## src/rtl/depacketizer_pkg.sv

```systemverilog
// ---------------------------------------------------------------------------
// depacketizer_pkg
// Shared definitions for the NoC depacketizer with per-VC buffering.
//   - Flit field positions for the default layout
//     {valid, head, tail, vc[0], dest[3:0], payload[27:0]} on a 36-bit flit.
//     Positions are the LSB of each field. DATA_POS is the LSB of the
//     WIDTH_DATA bits taken from the top of the payload.
//   - arb_state_t: packet-lock arbiter states.
//   - rr_next_grant(): round-robin pick among requesting VCs.
// ---------------------------------------------------------------------------
package depacketizer_pkg;

    // Default geometry that the field positions below describe.
    localparam int DEF_WIDTH_PKT        = 36;
    localparam int DEF_WIDTH_DATA       = 12;
    localparam int DEF_VC_ADDRESS_WIDTH = 1;
    localparam int DEF_ADDRESS_WIDTH    = 4;

    localparam int VALID_POS = DEF_WIDTH_PKT - 1;
    localparam int HEAD_POS  = DEF_WIDTH_PKT - 2;
    localparam int TAIL_POS  = DEF_WIDTH_PKT - 3;
    localparam int VC_POS    = TAIL_POS - DEF_VC_ADDRESS_WIDTH;
    localparam int DEST_POS  = VC_POS - DEF_ADDRESS_WIDTH;
    localparam int DATA_POS  = DEST_POS - DEF_WIDTH_DATA;

    // The arbiter helper supports up to 16 virtual channels.
    localparam int MAX_VC   = 16;
    localparam int MAX_VC_W = 4;
    typedef logic [MAX_VC_W-1:0] vc_idx_t;

    typedef enum logic {
        IDLE = 1'b0,
        BUSY = 1'b1
    } arb_state_t;

    // First requester found when searching upward from last+1, wrapping
    // modulo num_vc. The last grant itself has the lowest priority. With no
    // requester the previous grant is returned unchanged.
    function automatic int rr_next_grant(input logic [MAX_VC-1:0] req,
                                         input int                last,
                                         input int                num_vc);
        vc_idx_t idx;
        rr_next_grant = last;
        // Walk from the lowest priority upward so the closest requester wins.
        for (int i = MAX_VC; i >= 1; i--) begin
            if (i <= num_vc) begin
                idx = vc_idx_t'((last + i) % num_vc);
                if (req[idx]) begin
                    rr_next_grant = int'(idx);
                end
            end
        end
    endfunction

endpackage

```

## src/rtl/depacketizer_vc_fifo.sv

```systemverilog
// ---------------------------------------------------------------------------
// depacketizer_vc_fifo
// First-word-fall-through FIFO with a separate occupancy counter. The head
// entry is always visible on rd_data_o. It is meaningful only while
// empty_o is 0.
// Ports:
//   clk        rising-edge clock
//   rst_n      synchronous active-low reset (pointers and count only)
//   wr_en_i    push wr_data_i (ignored when full)
//   wr_data_i  entry to push
//   rd_en_i    pop the head entry (ignored when empty)
//   rd_data_o  head entry
//   full_o     count == DEPTH
//   empty_o    count == 0
// ---------------------------------------------------------------------------
module depacketizer_vc_fifo #(
    parameter int WIDTH = 14,
    parameter int DEPTH = 4
) (
    input  logic             clk,
    input  logic             rst_n,
    input  logic             wr_en_i,
    input  logic [WIDTH-1:0] wr_data_i,
    input  logic             rd_en_i,
    output logic [WIDTH-1:0] rd_data_o,
    output logic             full_o,
    output logic             empty_o
);

    localparam int PTR_W = $clog2(DEPTH);
    localparam int CNT_W = PTR_W + 1;

    logic [WIDTH-1:0] mem_q [DEPTH];
    logic [PTR_W-1:0] wr_ptr_q;
    logic [PTR_W-1:0] rd_ptr_q;
    logic [CNT_W-1:0] count_q;
    logic             wr_ok;
    logic             rd_ok;

    assign full_o  = (count_q == CNT_W'(DEPTH));
    assign empty_o = (count_q == '0);
    assign wr_ok   = wr_en_i && !full_o;
    assign rd_ok   = rd_en_i && !empty_o;

    // Pointers wrap naturally because DEPTH is a power of two.
    always_ff @(posedge clk) begin
        // NOTE: sequential state uses non-blocking assignments so every
        // register samples the pre-edge values of the others.
        if (!rst_n) begin
            wr_ptr_q <= '0;
            rd_ptr_q <= '0;
            count_q  <= '0;
        end else begin
            if (wr_ok) wr_ptr_q <= wr_ptr_q + PTR_W'(1);
            if (rd_ok) rd_ptr_q <= rd_ptr_q + PTR_W'(1);
            // A simultaneous push and pop leaves the count unchanged.
            case ({wr_ok, rd_ok})
                2'b10:   count_q <= count_q + CNT_W'(1);
                2'b01:   count_q <= count_q - CNT_W'(1);
                default: count_q <= count_q;
            endcase
        end
    end

    // NOTE: storage has no reset. The count and pointers already define
    // which entries are live, and a reset-free array maps onto RAM.
    always_ff @(posedge clk) begin
        if (wr_ok) mem_q[wr_ptr_q] <= wr_data_i;
    end

    assign rd_data_o = mem_q[rd_ptr_q];

endmodule

```

## src/rtl/depacketizer_vc_arb.sv

```systemverilog
// ---------------------------------------------------------------------------
// depacketizer_vc_arb
// Splits incoming NoC flits into one FWFT buffer per virtual channel and
// round-robin arbitrates the buffered flits onto a single valid/ready
// stream.
// Optional feature: macro DEPKT_ARB_PKT_LOCK_EN keeps the grant on one VC
// from head transfer to tail transfer. This produces packet-atomic output.
// Without the macro the output interleaves VCs at flit granularity.
// Ports:
//   clk           rising-edge clock
//   rst_n         synchronous active-low reset
//   data_in       flit {valid, head, tail, vc, dest, payload}, MSB first
//   ready_out     per-VC credit, 1 while that VC buffer is not full
//   data_out      top WIDTH_DATA payload bits of the presented flit
//   vc_out        VC of the presented flit
//   eop_out       tail bit of the presented flit
//   valid_out     a flit is presented
//   ready_in      consumer accepts the presented flit
//   overflow_out  sticky: a valid flit arrived on a full VC and was dropped
// ---------------------------------------------------------------------------
module depacketizer_vc_arb
    import depacketizer_pkg::*;
#(
    parameter int WIDTH_PKT        = DEF_WIDTH_PKT,
    parameter int WIDTH_DATA       = DEF_WIDTH_DATA,
    parameter int VC_ADDRESS_WIDTH = DEF_VC_ADDRESS_WIDTH,
    parameter int ADDRESS_WIDTH    = DEF_ADDRESS_WIDTH,
    parameter int FIFO_DEPTH       = 4
) (
    input  logic                          clk,
    input  logic                          rst_n,
    input  logic [WIDTH_PKT-1:0]          data_in,
    output logic [2**VC_ADDRESS_WIDTH-1:0] ready_out,
    output logic [WIDTH_DATA-1:0]         data_out,
    output logic [VC_ADDRESS_WIDTH-1:0]   vc_out,
    output logic                          eop_out,
    output logic                          valid_out,
    input  logic                          ready_in,
    output logic                          overflow_out
);

    localparam int NUM_VC  = 2**VC_ADDRESS_WIDTH;
    localparam int ENTRY_W = WIDTH_DATA + 2;   // {tail, head, data}
    localparam int SOP_BIT = WIDTH_DATA;
    localparam int EOP_BIT = WIDTH_DATA + 1;

    // The package positions describe the default layout. Rebase them onto
    // this instance's field widths.
    localparam int PKT_SHIFT = WIDTH_PKT - DEF_WIDTH_PKT;
    localparam int VC_SHIFT  = VC_ADDRESS_WIDTH - DEF_VC_ADDRESS_WIDTH;
    localparam int DST_SHIFT = ADDRESS_WIDTH - DEF_ADDRESS_WIDTH;
    localparam int VALID_P   = VALID_POS + PKT_SHIFT;
    localparam int HEAD_P    = HEAD_POS + PKT_SHIFT;
    localparam int TAIL_P    = TAIL_POS + PKT_SHIFT;
    localparam int VC_P      = VC_POS + PKT_SHIFT - VC_SHIFT;
    localparam int DEST_P    = DEST_POS + PKT_SHIFT - VC_SHIFT - DST_SHIFT;
    localparam int DATA_P    = DEST_P - WIDTH_DATA;

    typedef logic [VC_ADDRESS_WIDTH-1:0] vc_t;

    // ---------------- input side ----------------
    logic               flit_valid;
    vc_t                wr_vc;
    logic [ENTRY_W-1:0] wr_entry;
    logic [NUM_VC-1:0]  full;
    logic [NUM_VC-1:0]  empty;
    logic [ENTRY_W-1:0] rd_entry [NUM_VC];
    logic               unused_data_in;

    // An X on the valid bit counts as no flit. Only a definite 1 writes.
    assign flit_valid = (data_in[VALID_P] === 1'b1);
    assign wr_vc      = data_in[VC_P +: VC_ADDRESS_WIDTH];
    assign wr_entry   = {data_in[TAIL_P], data_in[HEAD_P],
                         data_in[DATA_P +: WIDTH_DATA]};
    // Destination and low payload bits are not forwarded.
    assign unused_data_in = ^data_in;

    // Credit comes from the registered count only. A pop in the same cycle
    // does not open space for a write into a full buffer.
    assign ready_out = rst_n ? ~full : '1;

    // ---------------- arbitration ----------------
    logic               transfer;
    logic [ENTRY_W-1:0] head_entry;
    logic [MAX_VC-1:0]  req_pad;
    vc_t                rr_grant;
    vc_t                grant;
    vc_t                last_grant_q;
    logic               hold_q;      // flit presented last cycle but not taken
    vc_t                hold_vc_q;
    logic               overflow_q;
`ifdef DEPKT_ARB_PKT_LOCK_EN
    arb_state_t         state_q;
    vc_t                lock_vc_q;
`endif

    always_comb begin
        // NOTE: every always_comb output gets a default first so that no
        // path leaves a variable unassigned and infers a latch.
        req_pad             = '0;
        req_pad[NUM_VC-1:0] = ~empty;
        rr_grant = vc_t'(rr_next_grant(req_pad, int'(last_grant_q), NUM_VC));
        grant    = rr_grant;
        // A stalled flit keeps its VC so the outputs stay stable.
        if (hold_q) grant = hold_vc_q;
`ifdef DEPKT_ARB_PKT_LOCK_EN
        // Mid-packet the grant is pinned even when that VC runs dry.
        if (state_q == BUSY) grant = lock_vc_q;
`endif
    end

    assign head_entry = rd_entry[grant];
    assign valid_out  = rst_n && !empty[grant];
    assign transfer   = valid_out && ready_in;
    assign data_out   = valid_out ? head_entry[WIDTH_DATA-1:0] : '0;
    assign vc_out     = valid_out ? grant : '0;
    assign eop_out    = valid_out && head_entry[EOP_BIT];
    assign overflow_out = overflow_q;

`ifndef DEPKT_ARB_PKT_LOCK_EN
    logic unused_head;
    assign unused_head = head_entry[SOP_BIT];
`endif

    always_ff @(posedge clk) begin
        if (!rst_n) begin
            last_grant_q <= vc_t'(NUM_VC - 1);
            hold_q       <= 1'b0;
            hold_vc_q    <= '0;
            overflow_q   <= 1'b0;
`ifdef DEPKT_ARB_PKT_LOCK_EN
            state_q      <= IDLE;
            lock_vc_q    <= '0;
`endif
        end else begin
            if (flit_valid && full[wr_vc]) overflow_q <= 1'b1;

            if (transfer) begin
                last_grant_q <= grant;
                hold_q       <= 1'b0;
            end else if (valid_out) begin
                hold_q    <= 1'b1;
                hold_vc_q <= grant;
            end else begin
                hold_q    <= 1'b0;
            end

`ifdef DEPKT_ARB_PKT_LOCK_EN
            case (state_q)
                // Lock as soon as a head is granted. A head+tail flit that
                // transfers at once never leaves IDLE.
                IDLE: if (valid_out && head_entry[SOP_BIT] &&
                          !(transfer && head_entry[EOP_BIT])) begin
                    state_q   <= BUSY;
                    lock_vc_q <= grant;
                end
                BUSY: if (transfer && head_entry[EOP_BIT]) begin
                    state_q   <= IDLE;
                end
                default: state_q <= IDLE;
            endcase
`endif
        end
    end

    // ---------------- per-VC buffers ----------------
    for (genvar v = 0; v < NUM_VC; v++) begin : g_vc
        depacketizer_vc_fifo #(
            .WIDTH (ENTRY_W),
            .DEPTH (FIFO_DEPTH)
        ) u_fifo (
            .clk       (clk),
            .rst_n     (rst_n),
            .wr_en_i   (flit_valid && (wr_vc == vc_t'(v)) && !full[v]),
            .wr_data_i (wr_entry),
            .rd_en_i   (transfer && (grant == vc_t'(v))),
            .rd_data_o (rd_entry[v]),
            .full_o    (full[v]),
            .empty_o   (empty[v])
        );
    end

endmodule

```

## config.mk

```make
export PLATFORM = sky130hd
export DESIGN_NAME = depacketizer_vc_arb
export DESIGN_NICKNAME = d
export VERILOG_FILES = /design/src/rtl/depacketizer_pkg.sv /design/src/rtl/depacketizer_vc_fifo.sv /design/src/rtl/depacketizer_vc_arb.sv
export SDC_FILE = /design/constraint.sdc
export NUM_CORES = 1
export LEC_CHECK = 0
export CAP_MARGIN = 20
export CORE_MARGIN = 2
export CORE_UTILIZATION = 56
export DETAILED_ROUTE_END_ITERATION = 8
export PLACE_DENSITY = 0.79
export SKIP_CTS_REPAIR_TIMING = 1
export SLEW_MARGIN = 20
export SYNTH_ARGS = -nofsm -noshare
export SYNTH_HDL_FRONTEND = slang
export SYNTH_SLANG_ARGS = --single-unit
export TNS_END_PERCENT = 20
```

## constraint.sdc

```tcl
create_clock -name clk -period 3.2 [get_ports clk]
set_input_delay 0.64 -clock clk [delete_from_list [all_inputs] [get_ports clk]]
set_output_delay 0.64 -clock clk [all_outputs]
set_load 0.02 [all_outputs]
```

* Word-level counts from Yosys, hierarchy flattened *
Memories as Yosys holds them, arrays and structs flattened. A register that Yosys moved wholly into a read port is not among the register bits.
Index checks and enable logic that the tools add are counted.

word-level totals
  output and inout bits = 18
  register bits = 18
  input bits = 39
  word-level logic and storage cells = 96
  memories = 2
  bits in writable memories = 112

memories
  memory                words  width  rd ports  clocked after memory_dff  write ports  RTL line                    source
  g_vc[0].u_fifo.mem_q  4      14     1         1                         1            depacketizer_vc_fifo.sv:33  logic [WIDTH-1:0] mem_q [DEPTH];
  g_vc[1].u_fifo.mem_q  4      14     1         1                         1            depacketizer_vc_fifo.sv:33

cells by class
  $lt $le $gt $ge = 5
  add/sub/neg operators = 10
  multiplexer cells = 28
  bitwise operators = 9
  eq/ne operators = 7
  reductions and logical operators = 25

operators with widths
  operator               count
  $mux W14               3
  $mux W1                15
  $logic_and A1 B1 Y1    14
  $mux W12               1
  $pmux W3 S2            2
  $lt A4 B5 Y1 const B   2
  $mux W2                5
  $add A2 B1 Y2 const B  4
  $add A3 B1 Y3 const B  2
  $eq A3 B3 Y1 const B   2
  $logic_not A3 Y1       2
  $sub A3 B1 Y3 const B  2
  $logic_not A1 Y1       5
  $bmux W1 S2            2
  $eq A2 B1 Y1 const B   2
  $eq A2 B2 Y1 const B   2
  $lt A1 B2 Y1 const B   2
  $not A1 Y1             4
  $not A2 Y2             2
  $reduce_bool A2 Y1     2
  $add A1 B1 Y1 const B  2
  $and A1 B1 Y1 const A  2
  $ge A2 B2 Y1 const B   1
  $not A1 Y2             1
  3 further kinds        3

* Longest topological paths before layout *
Gate-level depths: netlist (run 1).

  depth in word-level cells = 16
  gate-level depth with buffers = 10
  depth with buffers taken out = 9

* By module *
From an unflattened synthesis (run 1), not the netlist that was laid out.

unflattened totals
  cells, all modules = 357
  area, all modules = 5809.3 sq um

modules (own cells, without submodules)
  module                cells an instance  times used  seq. area each (sq um)  area each (sq um)
  depacketizer_vc_fifo  127                2           1861.8                  2527.4
  depacketizer_vc_arb   103                1           80.1                    754.5

* Worst setup path before layout (run 1) *
No wires, ideal clock.

  path type = register -> register
  start = register g_vc[0].u_fifo.count_q[2]
  end = register g_vc[0].u_fifo.count_q[2]
  stages on the path, launching flop included = 11
  setup time = 0.071 ns
  data required time = 3.129 ns
  buffers on the path = 1
  data arrival time = 2.369 ns
  period minus slack after synthesis = 2.440 ns
  setup slack = 0.760 ns
  path through = dfxtp_1 -> or3b_2 -> and3b_1 -> clkbuf_1 -> inv_1 -> ha_1 -> inv_1 -> fa_1 -> xor2_1 -> or3_1 -> a21oi_1

between the ends
  cells in the longest elaborated chain, start to end = 16
  elaborated cells between the ends (all ways) = 28
  classes of those cells = add/sub (2); eq/ne (3); mux (10); bitwise (2); reduce/logical (11)

RTL lines
  item                                               RTL line                    source
  from (decl)                                        depacketizer_vc_fifo.sv:36  logic [CNT_W-1:0] count_q;
  from (signal assigned)                             depacketizer_vc_fifo.sv:58  2'b10: count_q <= count_q + CNT_W'(1);
  from (signal assigned)                             depacketizer_vc_fifo.sv:59  2'b01: count_q <= count_q - CNT_W'(1);
  from (signal assigned)                             depacketizer_vc_fifo.sv:60  default: count_q <= count_q;
  $logic_not A3 Y1                                   depacketizer_vc_fifo.sv:41  assign empty_o = (count_q == '0);
  $not A2 Y2                                         depacketizer_vc_arb.sv:101  req_pad[NUM_VC-1:0] = ~empty;
  $bmux W1 S2                                        depacketizer_pkg.sv:48      if (req[idx]) begin
  $mux W1 (implied by the code)                      depacketizer_pkg.sv:48
  $mux W1 (2 in series)                              depacketizer_pkg.sv:48
  $mux W1                                            depacketizer_vc_arb.sv:105  if (hold_q) grant = hold_vc_q;
  $mux W1 (implied by the code) (2 in series)        depacketizer_vc_arb.sv:113  assign valid_out = rst_n && !empty[grant];
  $logic_not A1 Y1                                   depacketizer_vc_arb.sv:113
  $logic_and A1 B1 Y1                                depacketizer_vc_arb.sv:113
  $logic_and A1 B1 Y1                                depacketizer_vc_arb.sv:114  assign transfer = valid_out && ready_in;
  $logic_and A1 B1 Y1                                depacketizer_vc_arb.sv:176  .rd_en_i (transfer && (grant == vc_t'(v))),
  $logic_and A1 B1 Y1                                depacketizer_vc_fifo.sv:43  assign rd_ok = rd_en_i && !empty_o;
  $eq A2 B1 Y1 or $eq A2 B2 Y1 (tied branches)       depacketizer_vc_fifo.sv:57  case ({wr_ok, rd_ok})
  $pmux W3 S2 or $reduce_bool A2 Y1 (tied branches)  -

Several ways; a longest one is shown, not always the timed one. The select of a mux whose other input is x is not followed.
A chain may end at the register's enable or synchronous reset.

* Final worst setup path (run 1) *
  start = register g_vc[1].u_fifo.count_q[1]
  end = output port data_out[10]

between the ends
  cells in the longest elaborated chain, start to end = 12
  elaborated cells between the ends (all ways) = 18
  classes of those cells = mux (13); bitwise (2); reduce/logical (3)

RTL lines
  item                                                                   RTL line                                                source
  from (decl)                                                            depacketizer_vc_fifo.sv:36
  from (signal assigned)                                                 depacketizer_vc_fifo.sv:58
  from (signal assigned)                                                 depacketizer_vc_fifo.sv:59
  from (signal assigned)                                                 depacketizer_vc_fifo.sv:60
  $logic_not A3 Y1 *                                                     depacketizer_vc_fifo.sv:41
  $not A2 Y2                                                             depacketizer_vc_arb.sv:101
  $bmux W1 S2                                                            depacketizer_pkg.sv:48
  $mux W1 (implied by the code)                                          depacketizer_pkg.sv:48
  $mux W1 (2 in series)                                                  depacketizer_pkg.sv:48
  $mux W1                                                                depacketizer_vc_arb.sv:105
  $not A1 Y2 (implied by the code) or $mux W1 (tied branches)            depacketizer_vc_arb.sv:112, depacketizer_vc_arb.sv:113
  $mux W14 (implied by the code) or $mux W1 (tied branches)              depacketizer_vc_arb.sv:112, depacketizer_vc_arb.sv:113
  $mux W14 (implied by the code) or $logic_not A1 Y1 (tied branches)     depacketizer_vc_arb.sv:112, depacketizer_vc_arb.sv:113
  $mux W14 (implied by the code) or $logic_and A1 B1 Y1 (tied branches)  depacketizer_vc_arb.sv:112, depacketizer_vc_arb.sv:113
  $mux W12 *                                                             depacketizer_vc_arb.sv:115                              assign data_out = valid_out ? head_entry[WIDTH_DATA-1:0] : '0;
  to (decl)                                                              depacketizer_vc_arb.sv:34                               output logic [WIDTH_DATA-1:0] data_out,

Mark *: on every way between the ends. The rest lies on a longest branch, timed or not. The select of a mux whose other input is x is not followed.

==> summary.txt, run 1 <==
Worst setup path
  • FF-to-FF setup slack: 0.57 ns
  • Reg2reg end: g_vc[0].u_fifo.count_q[2]
  • Buf+Inv Stages, Crit Path: 2
  • CP cell instances: or3_1, o21ai_2, or2_1, buf_12, nor2_1, clkdlybuf4s50_1
  • CP startpoint kind: flop
  • Cell family with most CP delay: buffers and inverters
  • CP max-delay cell: clkdlybuf4s50_1
  • Max FO, Critical Path: 16
  • Slowest stage delay, CP: 0.53 ns
  • Worst EP required: 2.56 ns
  • Worst R2R Path Depth: 9
  • CP endpoint kind: output pin
  • Critical path class: reg -> out
  • Arrival time at the worst endpoint: 2.52 ns
  • Reg2reg start: g_vc[0].u_fifo.count_q[2]

Layout
  • Fill cells: 576
  • Fin util: 0.700
  • Final #Nets: 414
  • Antenna cells: 0
  • Area delta synth->final: 23.3%
  • Layout cells sized above 1: 0.239
  • Fin area: 6370 sq um

Synth
  • Leading area contributor after synthesis: edfxtp_1
  • Sequential area share after synthesis: 0.690
  • Synth warn: 0
  • Area contributors post-synth: edfxtp_1 60%, mux4_2 11%, dfxtp_1 8.5%
  • Count leader, synth: edfxtp_1
  • Synthesized flop and latch total: 126
  • Async SR Flop Fraction: 0
  • Top FF cell, synth: edfxtp_1
  • EDFF count, synth: 104
  • Post-Syn Area per Cell: 17.3 sq um
  • Netlist cell types: 39
  • Post-synth top cells: 104 x edfxtp_1, 26 x mux4_2, 25 x nor2_1
  • Syn nets: 350
  • Cell area after synthesis: 5170 sq um
  • Synth top area share: 0.605
  • Syn Inst Count: 299

Place
  • HPWL after DPL: 6.01 mm
  • GPL Wtd Cong: 0.760
  • Input/output buffers: 35
  • Dpl cell area: 5750 sq um

CTS
  • Reg clk slew, reported paths: 0.06 ns
  • Worst skew pair latency: 0.53 ns
  • CTS tree: yes
  • Clock sink count: 126
  • Root Buffer: clkbuf_8
  • Clock Tree Buf Depth: 2
  • CTS H-tree depth: 4
  • Total CTS buffers: 17

Power and ir drop
  • Logic pwr share: 0.125
  • Internal power: 3140 uW
  • Sw Ratio: 0.254
  • Leak: 0.00235 uW
  • Clk network pwr share: 0.431
  • Tot Pwr: 4210 uW
  • PD cells: 660 nW/um^2
  • Seq pwr share: 0.444
  • Sw power: 1070 uW
  • VDD IR-drop max: 0.000475 V

Global route
  • Initial antenna violation count: 0
  • GR Util met3: 0.0696
  • GRT met2 Usage: 0.356
  • Largest net degree at the start of global routing: 17
  • First-pass GRT wire length: 15.8 mm
  • GR Overflow Total: 0
  • GRT busiest layer: met2
  • GR Util All Layers: 0.222
  • Met1 Usage GRT: 0.294
  • Vias in the first global route: 2886

STA
  • Minimum clock period: 3.16 ns
  • Setup Viol. Count Final: 0
  • Final Hold Fails: 0
  • Post-route setup TNS: 0 ns
  • Rel. slew slack: 0.758
  • Tcrit/Tclk final: 0.988
  • FMAX: 316 MHz
  • Worst Max-Slew Pin Slew: 0.360 ns
  • Max Slew Vio Count: 0
  • Clock Skews: 0.0128 ns
  • RSZ-0062 raised after global routing: yes
  • WHS: 0.486 ns

Floorplan
  • Die X: 100 microns
  • # rows: 35
  • Ports: 57
  • Starting density of the core: 0.567
  • DIE AREA: 10000 sq um
  • CORE AREA: 9110 sq um
  • Die Height: 100 microns

Routing
  • Final ANT Viol Nets: 0
  • Final WL: 10.3 mm
  • Vias/cell: 5.81
  • Pre-Repair DR Iteration Count: 4
  • WL per Instance: 21.2 microns
  • Via count: 2830
  • # DRC: 0
  • DRT iter0 DRCs: 200

Worst hold path
  • WHS Endpoint: g_vc[0].u_fifo.rd_ptr_q[1]
  • Worst Hold Depth: 1
  • Hold Path Class: reg -> reg
  • Hold path start: g_vc[0].u_fifo.rd_ptr_q[1]

Run
  • Max Cap Viol: 0

Run status
  • Status: complete, no violations
stage by stage:
stage / setup WS [ns] / cells
floorplan: 0.760 / 299
global placement: 0.119 / 455
detailed placement: 0.128 / 455
CTS: -0.200 / 487
global route: -0.104 / 487
finish: 0.0381 / 487
layout by cell type (no fill, tap or decap), types with 4 or more instances in the layout:
cell             instances
a21oi_1                  6
and2_1                   8
buf_4                   18
clkbuf_16               16
clkdlybuf4s50_1         25
dfxtp_1                 21
dlymetal6s2s_1          10
edfxtp_1               104
ha_1                    10
inv_1                   16
inv_6                    6
mux2i_1                 18
mux4_2                  26
nor2_1                  25
o21ai_0                  4
or3_1                    5
xor2_1                   4
power groups by stage:
stage | clock network (uW) | logic (uW) | registers [uW]
final | 1810 | 525 | 1870
after global routing | 1920 | 565 | 1870
after CTS | 1840 | 517 | 1860
after detailed placement | 0 | 510 | 1900
after global placement | 0 | 498 | 1890
after floorplan | 0 | 338 | 1890
sequential cells by signal, summed over array words and instances (netlist names), named ones only:
name and count:
g_vc.u_fifo.mem_q 104, hold_q 1, last_grant_q 1, g_vc.u_fifo.wr_ptr_q 4, hold_vc_q 1, g_vc.u_fifo.count_q 6, overflow_out 1, g_vc.u_fifo.rd_ptr_q 4
worst max path at each step:
| stage | end | from | cells after the start |
|---|---|---|---|
| after floorplan | g_vc[0].u_fifo.count_q[2] | g_vc[0].u_fifo.count_q[2] | 10 |
| final | data_out[10] | g_vc[1].u_fifo.count_q[1] | 6 |
| after global routing | data_out[6] | g_vc[0].u_fifo.count_q[2] | 6 |
| after global placement | data_out[1] | rst_n | 6 |
| after CTS | data_out[1] | g_vc[0].u_fifo.count_q[2] | 6 |
| after detailed placement | data_out[1] | rst_n | 6 |
kinds of logic after synthesis:
group,count (synthesis),share of synthesized area
buffers and inverters,27,0.0249
flip-flops,126,0.690
XOR/XNOR,7,0.0119
AND/OR/NAND/NOR,61,0.0613
adder cells (fa/ha/maj),12,0.0320
AO/OA/AOI/OAI,21,0.0300
multiplexers,45,0.150
cell type report:
cell class                 instances  area [sq um]  share of cell area
clock inverter                    15           150              0.0236
tap                              111           139              0.0218
multi-input combinational        146          1490               0.234
timing repair buffer              55           551              0.0864
sequential                       126          3560               0.559
inverter                          17          63.8              0.0100
clock buffer                      17           414              0.0650
layer usage:
| metal | vias to the layer above | part of all wire |
|---|---|---|
| li1 | 1286 | - |
| met1 | 1446 | 0.43 |
| met2 | 86 | 0.51 |
| met3 | 12 | 0.043 |
| met4 | 0 | 0.0099 |
| met5 | - | 0 |
Power figures use the tool's default switching activity.
==> run 2, diff against run 1 <==
--- a/config.mk
+++ b/config.mk
@@ -7,9 +7,10 @@
 export LEC_CHECK = 0
 export CAP_MARGIN = 20
 export CORE_MARGIN = 2
-export CORE_UTILIZATION = 56
+export CORE_UTILIZATION = 58
+export CTS_BUF_LIST = sky130_fd_sc_hd__clkbuf_4 sky130_fd_sc_hd__clkbuf_8
 export DETAILED_ROUTE_END_ITERATION = 8
-export PLACE_DENSITY = 0.79
+export PLACE_DENSITY = 0.82
 export SKIP_CTS_REPAIR_TIMING = 1
 export SLEW_MARGIN = 20
 export SYNTH_ARGS = -nofsm -noshare
==> run 2 against run 1 <==
  * Global-route usage shrank 1.0 points
  * Via count shrank 1.9%
  * Critical endpoint is now data_out[0]
  * Sequential cell count is the same
  * Maximum frequency grew 1.0%
  * Largest power group unchanged
  * Clock skew shrank 0.0063 ns
  * Die area shrank 3.3%
  * Routed wire length shrank 7.7%
  * Combinational power shrank 2%
  * Critical path depth is the same
==> summary.txt, run 2 (synthesis results as in run 1) <==
Layout
  • Max reg flops: 104 (unchanged)
  • Top reg by flops: g_vc.u_fifo.mem_q (unchanged)
  • Final #Nets: 413 (was 414)
  • Most frequent cells in the layout: 104 x edfxtp_1, 31 x clkdlybuf4s50_1, 26 x mux4_2 (was 104 x edfxtp_1, 26 x mux4_2, 25 x nor2_1, 25 x clkdlybuf4s50_1, 21 x dfxtp_1)
  • Register area: 3560 sq um (unchanged)
  • Layout Cells excl Fill: 483 (was 487)
  • Fill cells: 541 (was 576)
  • Antenna cells: 0 (unchanged)
  • Commonest non-fill, non-tap cell in the layout: edfxtp_1 (unchanged)
  • Multi-input gate area: 1480 sq um (was 1490 sq um)
  • Area delta synth->final: 19.2% (was 23.3%)
  • Biggest regs: g_vc.u_fifo.mem_q x104, g_vc.u_fifo.count_q x6 (unchanged)
  • Layout cells sized above 1: 0.224 (was 0.239)

Floorplan
  • Die X: 98.4 microns (was 100 microns)
  • Die Height: 98.4 microns (was 100 microns)
  • # rows: 34 (was 35)
  • DIE AREA: 9680 sq um (was 10000 sq um)
  • Ports: 57 (unchanged)
  • CORE AREA: 8680 sq um (was 9110 sq um)
  • Starting density of the core: 0.595 (was 0.567)

Routing
  • # DRC: 0 (unchanged)
  • Final WL: 9.51 mm (was 10.3 mm)
  • Final ANT Viol Nets: 0 (unchanged)
  • DRT iter0 DRCs: 169 (was 200)
  • Via count: 2775 (was 2830)
  • Pre-Repair DR Iteration Count: 4 (unchanged)
  • WL per Instance: 19.7 microns (was 21.2 microns)
  • Vias/cell: 5.75 (was 5.81)

Worst hold path
  • Hold Path Class: reg -> reg (unchanged)

STA
  • Post-route setup TNS: 0 ns (unchanged)
  • Max Slew Vio Count: 0 (unchanged)
  • Clock Skews: 0.00647 ns (was 0.0128 ns)
  • Setup Viol. Count Final: 0 (unchanged)
  • Worst Max-Slew Pin Slew: 0.475 ns (was 0.360 ns)
  • RSZ-0062 raised after global routing: no (was yes)
  • Tcrit/Tclk final: 0.978 (was 0.988)
  • FMAX: 320 MHz (was 316 MHz)
  • Rel. slew slack: 0.681 (was 0.758)
  • Final Hold Fails: 0 (unchanged)
  • WHS: 0.476 ns (was 0.486 ns)
  • Minimum clock period: 3.13 ns (was 3.16 ns)

Global route
  • Largest net degree at the start of global routing: 17 (unchanged)
  • GR Util All Layers: 0.212 (was 0.222)
  • GR Overflow Total: 0 (unchanged)
  • Initial antenna violation count: 0 (unchanged)
  • Vias in the first global route: 2834 (was 2886)
  • First-pass GRT wire length: 14.9 mm (was 15.8 mm)

Worst setup path
  • Worst Setup SP: g_vc[0].u_fifo.count_q[0] (was g_vc[1].u_fifo.count_q[1])
  • Arrival time at the worst endpoint: 2.49 ns (was 2.52 ns)
  • Critical path class: reg -> out (unchanged)
  • CP endpoint kind: output pin (unchanged)
  • Reg2reg end: g_vc[0].u_fifo.count_q[2] (unchanged)
  • CP max-delay cell: clkdlybuf4s50_1 (unchanged)
  • Worst R2R Path Depth: 9 (unchanged)
  • FF-to-FF setup slack: 0.59 ns (was 0.57 ns)
  • CP Capture Point: data_out[0] (was data_out[10])
  • Reg2reg start: g_vc[1].u_fifo.count_q[1] (was g_vc[0].u_fifo.count_q[2])
  • CP cell instances: o31a_1, o31ai_4, buf_12, mux2i_1, nor2_1, clkdlybuf4s50_1 (was or3_1, o21ai_2, or2_1, buf_12, nor2_1, clkdlybuf4s50_1)
  • Slowest stage delay, CP: 0.54 ns (was 0.53 ns)
  • Max FO, Critical Path: 14 (was 16)
  • CP startpoint kind: flop (unchanged)
  • Worst EP required: 2.56 ns (about the same)

Power and ir drop
  • VDD IR-drop max: 0.000384 V (was 0.000475 V)
  • Leak: 0.00216 uW (was 0.00235 uW)
  • PD cells: 605 nW/um^2 (was 660 nW/um^2)

CTS
  • Root Buffer: clkbuf_8 (unchanged)
  • CTS tree: yes (unchanged)
  • CTS H-tree depth: 4 (unchanged)
  • Total CTS buffers: 17 (unchanged)
  • Worst skew pair latency: 0.41 ns (was 0.53 ns)
  • Clock Tree Buf Depth: 2 (unchanged)
  • Reg clk slew, reported paths: 0.07 ns (was 0.06 ns)
  • Clock sink count: 126 (unchanged)

Place
  • Placed Instances: 451 (was 455)
  • HPWL after DPL: 6.03 mm (was 6.01 mm)
  • Input/output buffers: 35 (unchanged)
  • GPL Wtd Cong: 0.809 (was 0.760)

Run status
  • Status: complete, no violations (unchanged)

Run
  • Max Cap Viol: 0 (unchanged)
[run 2: changes by cell type in the layout (fill, tap and decap cells not counted), sizes merged]
cell,delta
bufinv,+2
clkdlybuf4s50,+6
clkinvlp,+1
clkinv,+3
inv,-8
clkbuf,+2
buf,-1
dlymetal6s2s,-6
[run 2: stage by stage]
step                power, uW  worst slack [ns]  utilization  cell area [sq um]
floorplan                2230             0.760            -               5170
global route             3870           0.00945        0.709               6160
global placement         2380             0.129        0.660               5730
CTS                      3740           -0.0451        0.706               6130
detailed placement       2400             0.124        0.660               5730
finish                   3720            0.0704        0.709               6160
[run 2: worst min path at each step]
stage	start	endpoint	cells past startpoint
2_1_floorplan	g_vc[0].u_fifo.rd_ptr_q[1]	flop	1
3_3_place_gp	g_vc[0].u_fifo.rd_ptr_q[1]	g_vc[0].u_fifo.rd_ptr_q[1]	1
3_5_place_dp	g_vc[0].u_fifo.rd_ptr_q[1]	flop	1
4_1_cts	g_vc[0].u_fifo.rd_ptr_q[1]	g_vc[0].u_fifo.rd_ptr_q[1]	1
5_1_grt	g_vc[0].u_fifo.rd_ptr_q[1]	flop	1
6_report	overflow_out	overflow_out	2
[run 2: worst max-delay path: cells and delay by family (launching register included)]
| kind | cells | cell delay, ns |
|---|---|---|
| AO/OA/AOI/OAI | 2 | 0.60 |
| multiplexers | 1 | 0.26 |
| AND/OR/NAND/NOR | 1 | 0.07 |
| buffers and inverters | 2 | 0.75 |
| flip-flops | 1 | 0.39 |
[run 2: report_power, final]
part | switching, uW | internal (uW)
combinational | 268 | 249
clock | 570 | 775
sequential | 33.1 | 1830
[run 2: layout make-up]
class                   count  share of cell area
inverters                  17              0.0104
clock inverters            13              0.0240
multi-input cells         146               0.241
clock buffers              19              0.0404
well taps                 108              0.0219
flip-flops and latches    126               0.579
repair buffers             54              0.0837
[run 2: routing by layer]
metal | share of wire | global-route usage | routed length [microns]
met3 | 0.055 | 0.0623 | 525
met5 | 0 | 0 | 0
met2 | 0.51 | 0.350 | 4900
met1 | 0.41 | 0.268 | 3890
met4 | 0.021 | 0.0801 | 196
